===== src/rtl/prim_reg_fe_pkg.sv =====
// Shared types and constants for the register bus front end.
package prim_reg_fe_pkg;

    localparam int unsigned REG_STRIDE = 4;

    typedef enum logic [1:0] {
        ST_IDLE   = 2'd0,
        ST_ACCESS = 2'd1,
        ST_RESP   = 2'd2
    } state_e;

    typedef enum logic [1:0] {
        ERR_NONE     = 2'd0,
        ERR_MISALIGN = 2'd1,
        ERR_RANGE    = 2'd2,
        ERR_PARTIAL  = 2'd3
    } err_e;

endpackage


===== src/rtl/prim_reg_fe_decode.sv =====
// Word-address decode: one-hot register select plus the reason a request is rejected.
module prim_reg_fe_decode
    import prim_reg_fe_pkg::*;
#(
    parameter int unsigned AW   = 8,
    parameter int unsigned DW   = 32,
    parameter int unsigned NREG = 8
) (
    input  logic [AW-1:0]   addr_i,
    input  logic            write_i,
    input  logic [DW/8-1:0] be_i,
    output logic [NREG-1:0] sel_o,
    output err_e            err_o
);

    localparam int unsigned OFFW = $clog2(REG_STRIDE);
    localparam int unsigned IXW  = AW - OFFW + 1;

    // One spare bit so NREG == 2^(AW-2) still compares correctly
    logic [IXW-1:0] idx_ext;
    assign idx_ext = {1'b0, addr_i[AW-1:OFFW]};

    always_comb begin
        err_o = ERR_NONE;
        if (addr_i[OFFW-1:0] != '0) begin
            err_o = ERR_MISALIGN;
        end else if (idx_ext >= IXW'(NREG)) begin
            err_o = ERR_RANGE;
        end else if (write_i && (be_i != '1)) begin
            err_o = ERR_PARTIAL;
        end
    end

    always_comb begin
        sel_o = '0;
        for (int unsigned i = 0; i < NREG; i++) begin
            sel_o[i] = (err_o == ERR_NONE) && (idx_ext == IXW'(i));
        end
    end

endmodule


===== src/rtl/prim_reg_frontend.sv =====
// Valid/ready register front end: one request at a time, single-cycle register pulse, held response.
// Define PRIM_REG_FE_ERR_EN to report decode errors on rsp_error_o (otherwise tied low).
module prim_reg_frontend
    import prim_reg_fe_pkg::*;
#(
    parameter int unsigned AW   = 8,
    parameter int unsigned DW   = 32,
    parameter int unsigned NREG = 8
) (
    input  logic               clk_i,
    input  logic               rst_ni,
    input  logic               req_valid_i,
    output logic               req_ready_o,
    input  logic               req_write_i,
    input  logic [AW-1:0]      req_addr_i,
    input  logic [DW-1:0]      req_wdata_i,
    input  logic [DW/8-1:0]    req_be_i,
    output logic               rsp_valid_o,
    input  logic               rsp_ready_i,
    output logic [DW-1:0]      rsp_rdata_o,
    output logic               rsp_error_o,
    output logic [NREG-1:0]    reg_we_o,
    output logic [NREG-1:0]    reg_re_o,
    output logic [DW-1:0]      reg_wd_o,
    input  logic [NREG*DW-1:0] reg_qs_i
);

    state_e            state_q, state_d;
    logic              req_ready_q, req_ready_d;
    logic              rsp_valid_q, rsp_valid_d;
    logic [DW-1:0]     rsp_rdata_q, rsp_rdata_d;
    logic              rsp_error_q, rsp_error_d;
    logic [NREG-1:0]   reg_we_q, reg_we_d;
    logic [NREG-1:0]   reg_re_q, reg_re_d;
    logic [DW-1:0]     reg_wd_q, reg_wd_d;
`ifdef PRIM_REG_FE_ERR_EN
    err_e              err_q, err_d;
`endif

    logic [NREG-1:0]   dec_sel;
    err_e              dec_err;
    logic              req_hs;
    logic              rsp_hs;
    logic [DW-1:0]     rd_mux;

    // Decoded at acceptance so the select and cause are latched with the request
    prim_reg_fe_decode #(
        .AW   (AW),
        .DW   (DW),
        .NREG (NREG)
    ) u_decode (
        .addr_i  (req_addr_i),
        .write_i (req_write_i),
        .be_i    (req_be_i),
        .sel_o   (dec_sel),
        .err_o   (dec_err)
    );

    assign req_hs = req_valid_i & req_ready_q & (state_q == ST_IDLE);
    assign rsp_hs = rsp_valid_q & rsp_ready_i;

    // Read pulse doubles as the mux select; zero for writes and errors
    always_comb begin
        rd_mux = '0;
        for (int unsigned i = 0; i < NREG; i++) begin
            if (reg_re_q[i]) begin
                rd_mux = rd_mux | reg_qs_i[i*DW +: DW];
            end
        end
    end

    always_comb begin
        state_d     = state_q;
        req_ready_d = 1'b0;
        rsp_valid_d = rsp_valid_q;
        rsp_rdata_d = rsp_rdata_q;
        rsp_error_d = rsp_error_q;
        reg_we_d    = '0;
        reg_re_d    = '0;
        reg_wd_d    = reg_wd_q;
`ifdef PRIM_REG_FE_ERR_EN
        err_d       = err_q;
`endif
        unique case (state_q)
            ST_IDLE: begin
                req_ready_d = 1'b1;
                if (req_hs) begin
                    state_d     = ST_ACCESS;
                    req_ready_d = 1'b0;
`ifdef PRIM_REG_FE_ERR_EN
                    err_d       = dec_err;
`endif
                    if (req_write_i) begin
                        reg_we_d = dec_sel;
                        if (dec_err == ERR_NONE) begin
                            reg_wd_d = req_wdata_i;
                        end
                    end else begin
                        reg_re_d = dec_sel;
                    end
                end
            end
            ST_ACCESS: begin
                state_d     = ST_RESP;
                rsp_valid_d = 1'b1;
                rsp_rdata_d = rd_mux;
`ifdef PRIM_REG_FE_ERR_EN
                rsp_error_d = (err_q != ERR_NONE);
`else
                rsp_error_d = 1'b0;
`endif
            end
            ST_RESP: begin
                if (rsp_hs) begin
                    state_d     = ST_IDLE;
                    rsp_valid_d = 1'b0;
                    req_ready_d = 1'b1;
                end
            end
            default: begin
                state_d = ST_IDLE;
            end
        endcase
    end

    always_ff @(posedge clk_i or negedge rst_ni) begin
        if (!rst_ni) begin
            state_q     <= ST_IDLE;
            req_ready_q <= 1'b0;
            rsp_valid_q <= 1'b0;
            rsp_rdata_q <= '0;
            rsp_error_q <= 1'b0;
            reg_we_q    <= '0;
            reg_re_q    <= '0;
            reg_wd_q    <= '0;
`ifdef PRIM_REG_FE_ERR_EN
            err_q       <= ERR_NONE;
`endif
        end else begin
            state_q     <= state_d;
            req_ready_q <= req_ready_d;
            rsp_valid_q <= rsp_valid_d;
            rsp_rdata_q <= rsp_rdata_d;
            rsp_error_q <= rsp_error_d;
            reg_we_q    <= reg_we_d;
            reg_re_q    <= reg_re_d;
            reg_wd_q    <= reg_wd_d;
`ifdef PRIM_REG_FE_ERR_EN
            err_q       <= err_d;
`endif
        end
    end

    assign req_ready_o = req_ready_q;
    assign rsp_valid_o = rsp_valid_q;
    assign rsp_rdata_o = rsp_rdata_q;
    assign rsp_error_o = rsp_error_q;
    assign reg_we_o    = reg_we_q;
    assign reg_re_o    = reg_re_q;
    assign reg_wd_o    = reg_wd_q;

endmodule


===== config.mk =====
export PLATFORM = sky130hd
export DESIGN_NAME = prim_reg_frontend
export DESIGN_NICKNAME = d
export VERILOG_FILES = /design/src/rtl/prim_reg_fe_pkg.sv /design/src/rtl/prim_reg_fe_decode.sv /design/src/rtl/prim_reg_frontend.sv
export SDC_FILE = /design/constraint.sdc
export NUM_CORES = 1
export LEC_CHECK = 0
export CORE_AREA = 3 3 149 151
export DETAILED_ROUTE_END_ITERATION = 12
export DIE_AREA = 0 0 152 154
export SYNTH_ARGS = -nofsm -noshare
export SYNTH_HDL_FRONTEND = slang
export SYNTH_SLANG_ARGS = --single-unit

===== constraint.sdc =====
create_clock -name clk_i -period 3.84 [get_ports clk_i]
set_input_delay 0.768 -clock clk_i [delete_from_list [all_inputs] [get_ports clk_i]]
set_output_delay 0.768 -clock clk_i [all_outputs]
set_load 0.02 [all_outputs]

==> impl_metrics.env <==
export IMPL_fin_worst_skew_ns=0.00868
export IMPL_grt_pass1_wl_um=34900
export IMPL_vias_per_cell=4.89
export IMPL_wl_per_cell_um=22.8
export IMPL_cts_tree="yes"
export IMPL_synth_top_cell_area_share_pct=46.4
export IMPL_final_layout_size_suffix_gt1_share_pct=8.58
export IMPL_initial_core_util_pct=21.6
export IMPL_synth_area_top_cells="dfrtp_1 (46%), a22oi_1 (21%), mux2_4 (10%), a41oi_1 (6.2%), a21o_1 (5.3%)"
export IMPL_yosysMostFrequentCell="a22oi_1"
export IMPL_cp_required_ns=4.07
export IMPL_post_cts_resized=0
export IMPL_pwr_share_comb_pct=22.1
export IMPL_cp_arrival_ns=2.80
export IMPL_ys_warn_count=0
export IMPL_slew_viol_final=0
export IMPL_grt_pass1_vias=5398
export IMPL_crit_chain="clkdlybuf4s50_1 -> nor4bb_1 -> and4_2 -> buf_4 -> mux2_4"
export IMPL_die_area_um2=23400
export IMPL_synth_area_leader_cell="dfrtp_1"
export IMPL_io_pins=388
export IMPL_timing_slew_headroom_pct=27.5
export IMPL_cts_num_sinks=84
export IMPL_antenna_found_initial=2
export IMPL_timing_fmax_mhz=389
export IMPL_switching_share_pct=26.3
export IMPL_grt_setup_unrepaired="no"
export IMPL_drtAntennaViolNets=0
export IMPL_use_met3_pct=6.67
export IMPL_synthCells=390
export IMPL_crit_family="simple AND/OR/NAND/NOR gates"
export IMPL_p_clk_share_pct=39.1
export IMPL_synth_distinct_cells=34
export IMPL_vdd_ir_drop_max_mv=0.232
export IMPL_synthXorXnorAreaFrac_pct=0
export IMPL_endpoint_kind="flop"
export IMPL_power_frac_seq_pct=38.8
export IMPL_switchingPower_mw=0.632
export IMPL_cts_hold_fix_buffers=0
export IMPL_yosys_register_bits=84
export IMPL_synth_top_family_by_area="compound AO/OA/AOI/OAI gates"
export IMPL_root_buffer="clkbuf_16"
export IMPL_hp_class="in2async"
export IMPL_rows=53
export IMPL_setup_violations=0
export IMPL_maxCapViolations=0
export IMPL_wirelength_um=23800
export IMPL_syn_num_nets=695
export IMPL_grt_overflow_total=0
export IMPL_ctsLongestPathBuffers=2
export IMPL_post_cts_buffers=0
export IMPL_die_y_um=154
export IMPL_seq_area_frac_synth_pct=46.4
export IMPL_core_um2=21000
export IMPL_clk_pin_slew_ns=0.07
export IMPL_max_slew_worst_pin_slew_ns=1.09
export IMPL_crit_path_max_fanout=19
export IMPL_synth_compound_area_share_pct=33.1
export IMPL_synthAdderAreaFrac_pct=0
export IMPL_vias=5110
export IMPL_power_internal_mw=1.77
export IMPL_initialDrtViolationCount=280
export IMPL_grtUsageMet1_pct=24.0
export IMPL_syn_mean_instance_area_um2=11.6
export IMPL_critPathMaxStageDelay_ns=0.66
export IMPL_synth_common_cells="a22oi_1 (128), dfrtp_1 (84), a21o_1 (32), a41oi_1 (32), mux2_4 (30)"
export IMPL_synth_edff_count=0
export IMPL_r2r_slack_ns=1.67
export IMPL_fin_nets=1069
export IMPL_met2_usage_pct=31.7
export IMPL_grt_use_total_pct=19.4
export IMPL_synthMuxAreaShare_pct=10.4
export IMPL_fin_setup_tns_ns=0
export IMPL_critPathLaunchType="primary input"
export IMPL_period_minus_slack_ns=2.57
export IMPL_worst_setup_path_type="in2reg"
export IMPL_critical_path_slowest_cell="and4_2"
export IMPL_numCtsBuffers=9
export IMPL_path_buf_inv=2
export IMPL_power_density_nw_per_um2=268
export IMPL_finalHoldViolCount=0
export IMPL_die_x_um=152
export IMPL_synth_simple_area_share_pct=5.50
export IMPL_io_buffer_count=386
export IMPL_grt_max_degree=54
export IMPL_status="finished, final reports clean"
export IMPL_route_detailed_drc=0
export IMPL_busiest_layer="met2"
export IMPL_cts_max_level=3
export IMPL_place_ws_ns=0.875
export IMPL_hpwl_um=18100
export IMPL_p_leak_nw=3.55
export IMPL_fin_ws_ns=1.27
export IMPL_dr_pass1_iters=4
export IMPL_synth_flop_cell="dfrtp_1"
export IMPL_gp_congestion=0.813
export IMPL_fin_crit_sh_pct=67.0
export IMPL_layout_area_overhead_vs_synth_pct=97.8
export IMPL_async_flop_share_pct=100
export IMPL_clock_latency_ns=0.34
export IMPL_syn_area_um2=4530
-- routing by layer --
metal / vias to the layer above / part of all wire, %
met5: - / 0
li1: 2348 / -
met1: 2476 / 42
met4: 0 / 2.8
met2: 255 / 48
met3: 31 / 7.7
-- worst reg2reg max path: stages, from the launching register on --
cell	delay (ns)
dfrtp_1	0.43
and4bb_4	0.37
and4_2	0.62
buf_4	0.32
mux2_4	0.32
-- registers in the layout (all words and copies together) (netlist names) --
name	flops
reg_wd_o	32
rsp_rdata_o	32
reg_re_o	8
reg_we_o	8
state_q	2
req_ready_o	1
rsp_valid_o	1
-- area by class of cell --
class | count | area (µm²)
Fill cell | 2067 | 12000
Timing Repair Buffer | 399 | 3960
Multi-Input combinational cell | 269 | 2230
Sequential cell | 84 | 2100
Tap cell | 275 | 344
Clock buffer | 9 | 225
Clock inverter | 7 | 90.1
Antenna cell | 2 | 5.00
Inverter | 1 | 3.75
-- layout by cell type (no fill, tap or decap), types with 2 or more instances in the layout --
| cell type | count |
|---|---|
| inv_6 | 5 |
| a31oi_1 | 2 |
| nor2b_1 | 2 |
| dfrtp_1 | 84 |
| mux2_4 | 30 |
| diode_2 | 2 |
| nor4_1 | 2 |
| a22oi_1 | 128 |
| a41oi_1 | 32 |
| nor3_1 | 10 |
| clkbuf_16 | 9 |
| nand2_1 | 5 |
| nand4_1 | 3 |
| clkdlybuf4s50_1 | 385 |
| buf_4 | 14 |
| a21o_1 | 32 |
| nor2_1 | 7 |
| mux2_2 | 2 |
-- through the flow --
stage	std cells	total power, mW	hold slack (ns)	utilization [%]	instance area, µm²
2_1_floorplan	390	1.07	0.431	-	4530
4_1_cts	1044	2.45	0.462	42.7	8950
3_3_place_gp	1028	1.48	0.459	41.2	8630
6_report	1046	2.40	0.451	42.7	8950
3_5_place_dp	1028	1.48	0.465	41.2	8630
5_1_grt	1046	2.52	0.486	42.7	8950
-- cells by family (layout without fill, tap and decap cells) --
kind of cell / count (synthesis) / in the layout
AND/OR/NAND/NOR: 41 / 41
flip-flops: 84 / 84
other: 1 / 3
buffers and inverters: 37 / 416
AO/OA/AOI/OAI: 195 / 195
multiplexers: 32 / 32
-- power by group through the flow --
stage               clock network [mW]  registers (mW)  logic, mW
finish                           0.938           0.932      0.532
global route                      1.01           0.936      0.569
CTS                              0.985           0.932      0.537
detailed placement                   0           0.948      0.535
global placement                     0           0.947      0.532
floorplan                            0           0.962      0.111
-- worst paths after layout --
check,from,endpoint,cells after the start
setup / recovery,req_addr_i[7],reg_wd_o[5]$_DFFE_PN0P_,5
hold / removal,rst_ni,reg_wd_o[29]$_DFFE_PN0P_,1
setup reg to reg,state_q[1]$_DFFE_PN0P_,reg_wd_o[5]$_DFFE_PN0P_,4
hold reg to reg,rsp_rdata_o[1]$_DFFE_PN0P_,rsp_rdata_o[1]$_DFFE_PN0P_,1
max in group asynchronous,rst_ni,rsp_rdata_o[6]$_DFFE_PN0P_,2
min in group clk_i,rsp_rdata_o[1]$_DFFE_PN0P_,rsp_rdata_o[1]$_DFFE_PN0P_,1
Note: power is estimated with default switching activity, not from simulation.
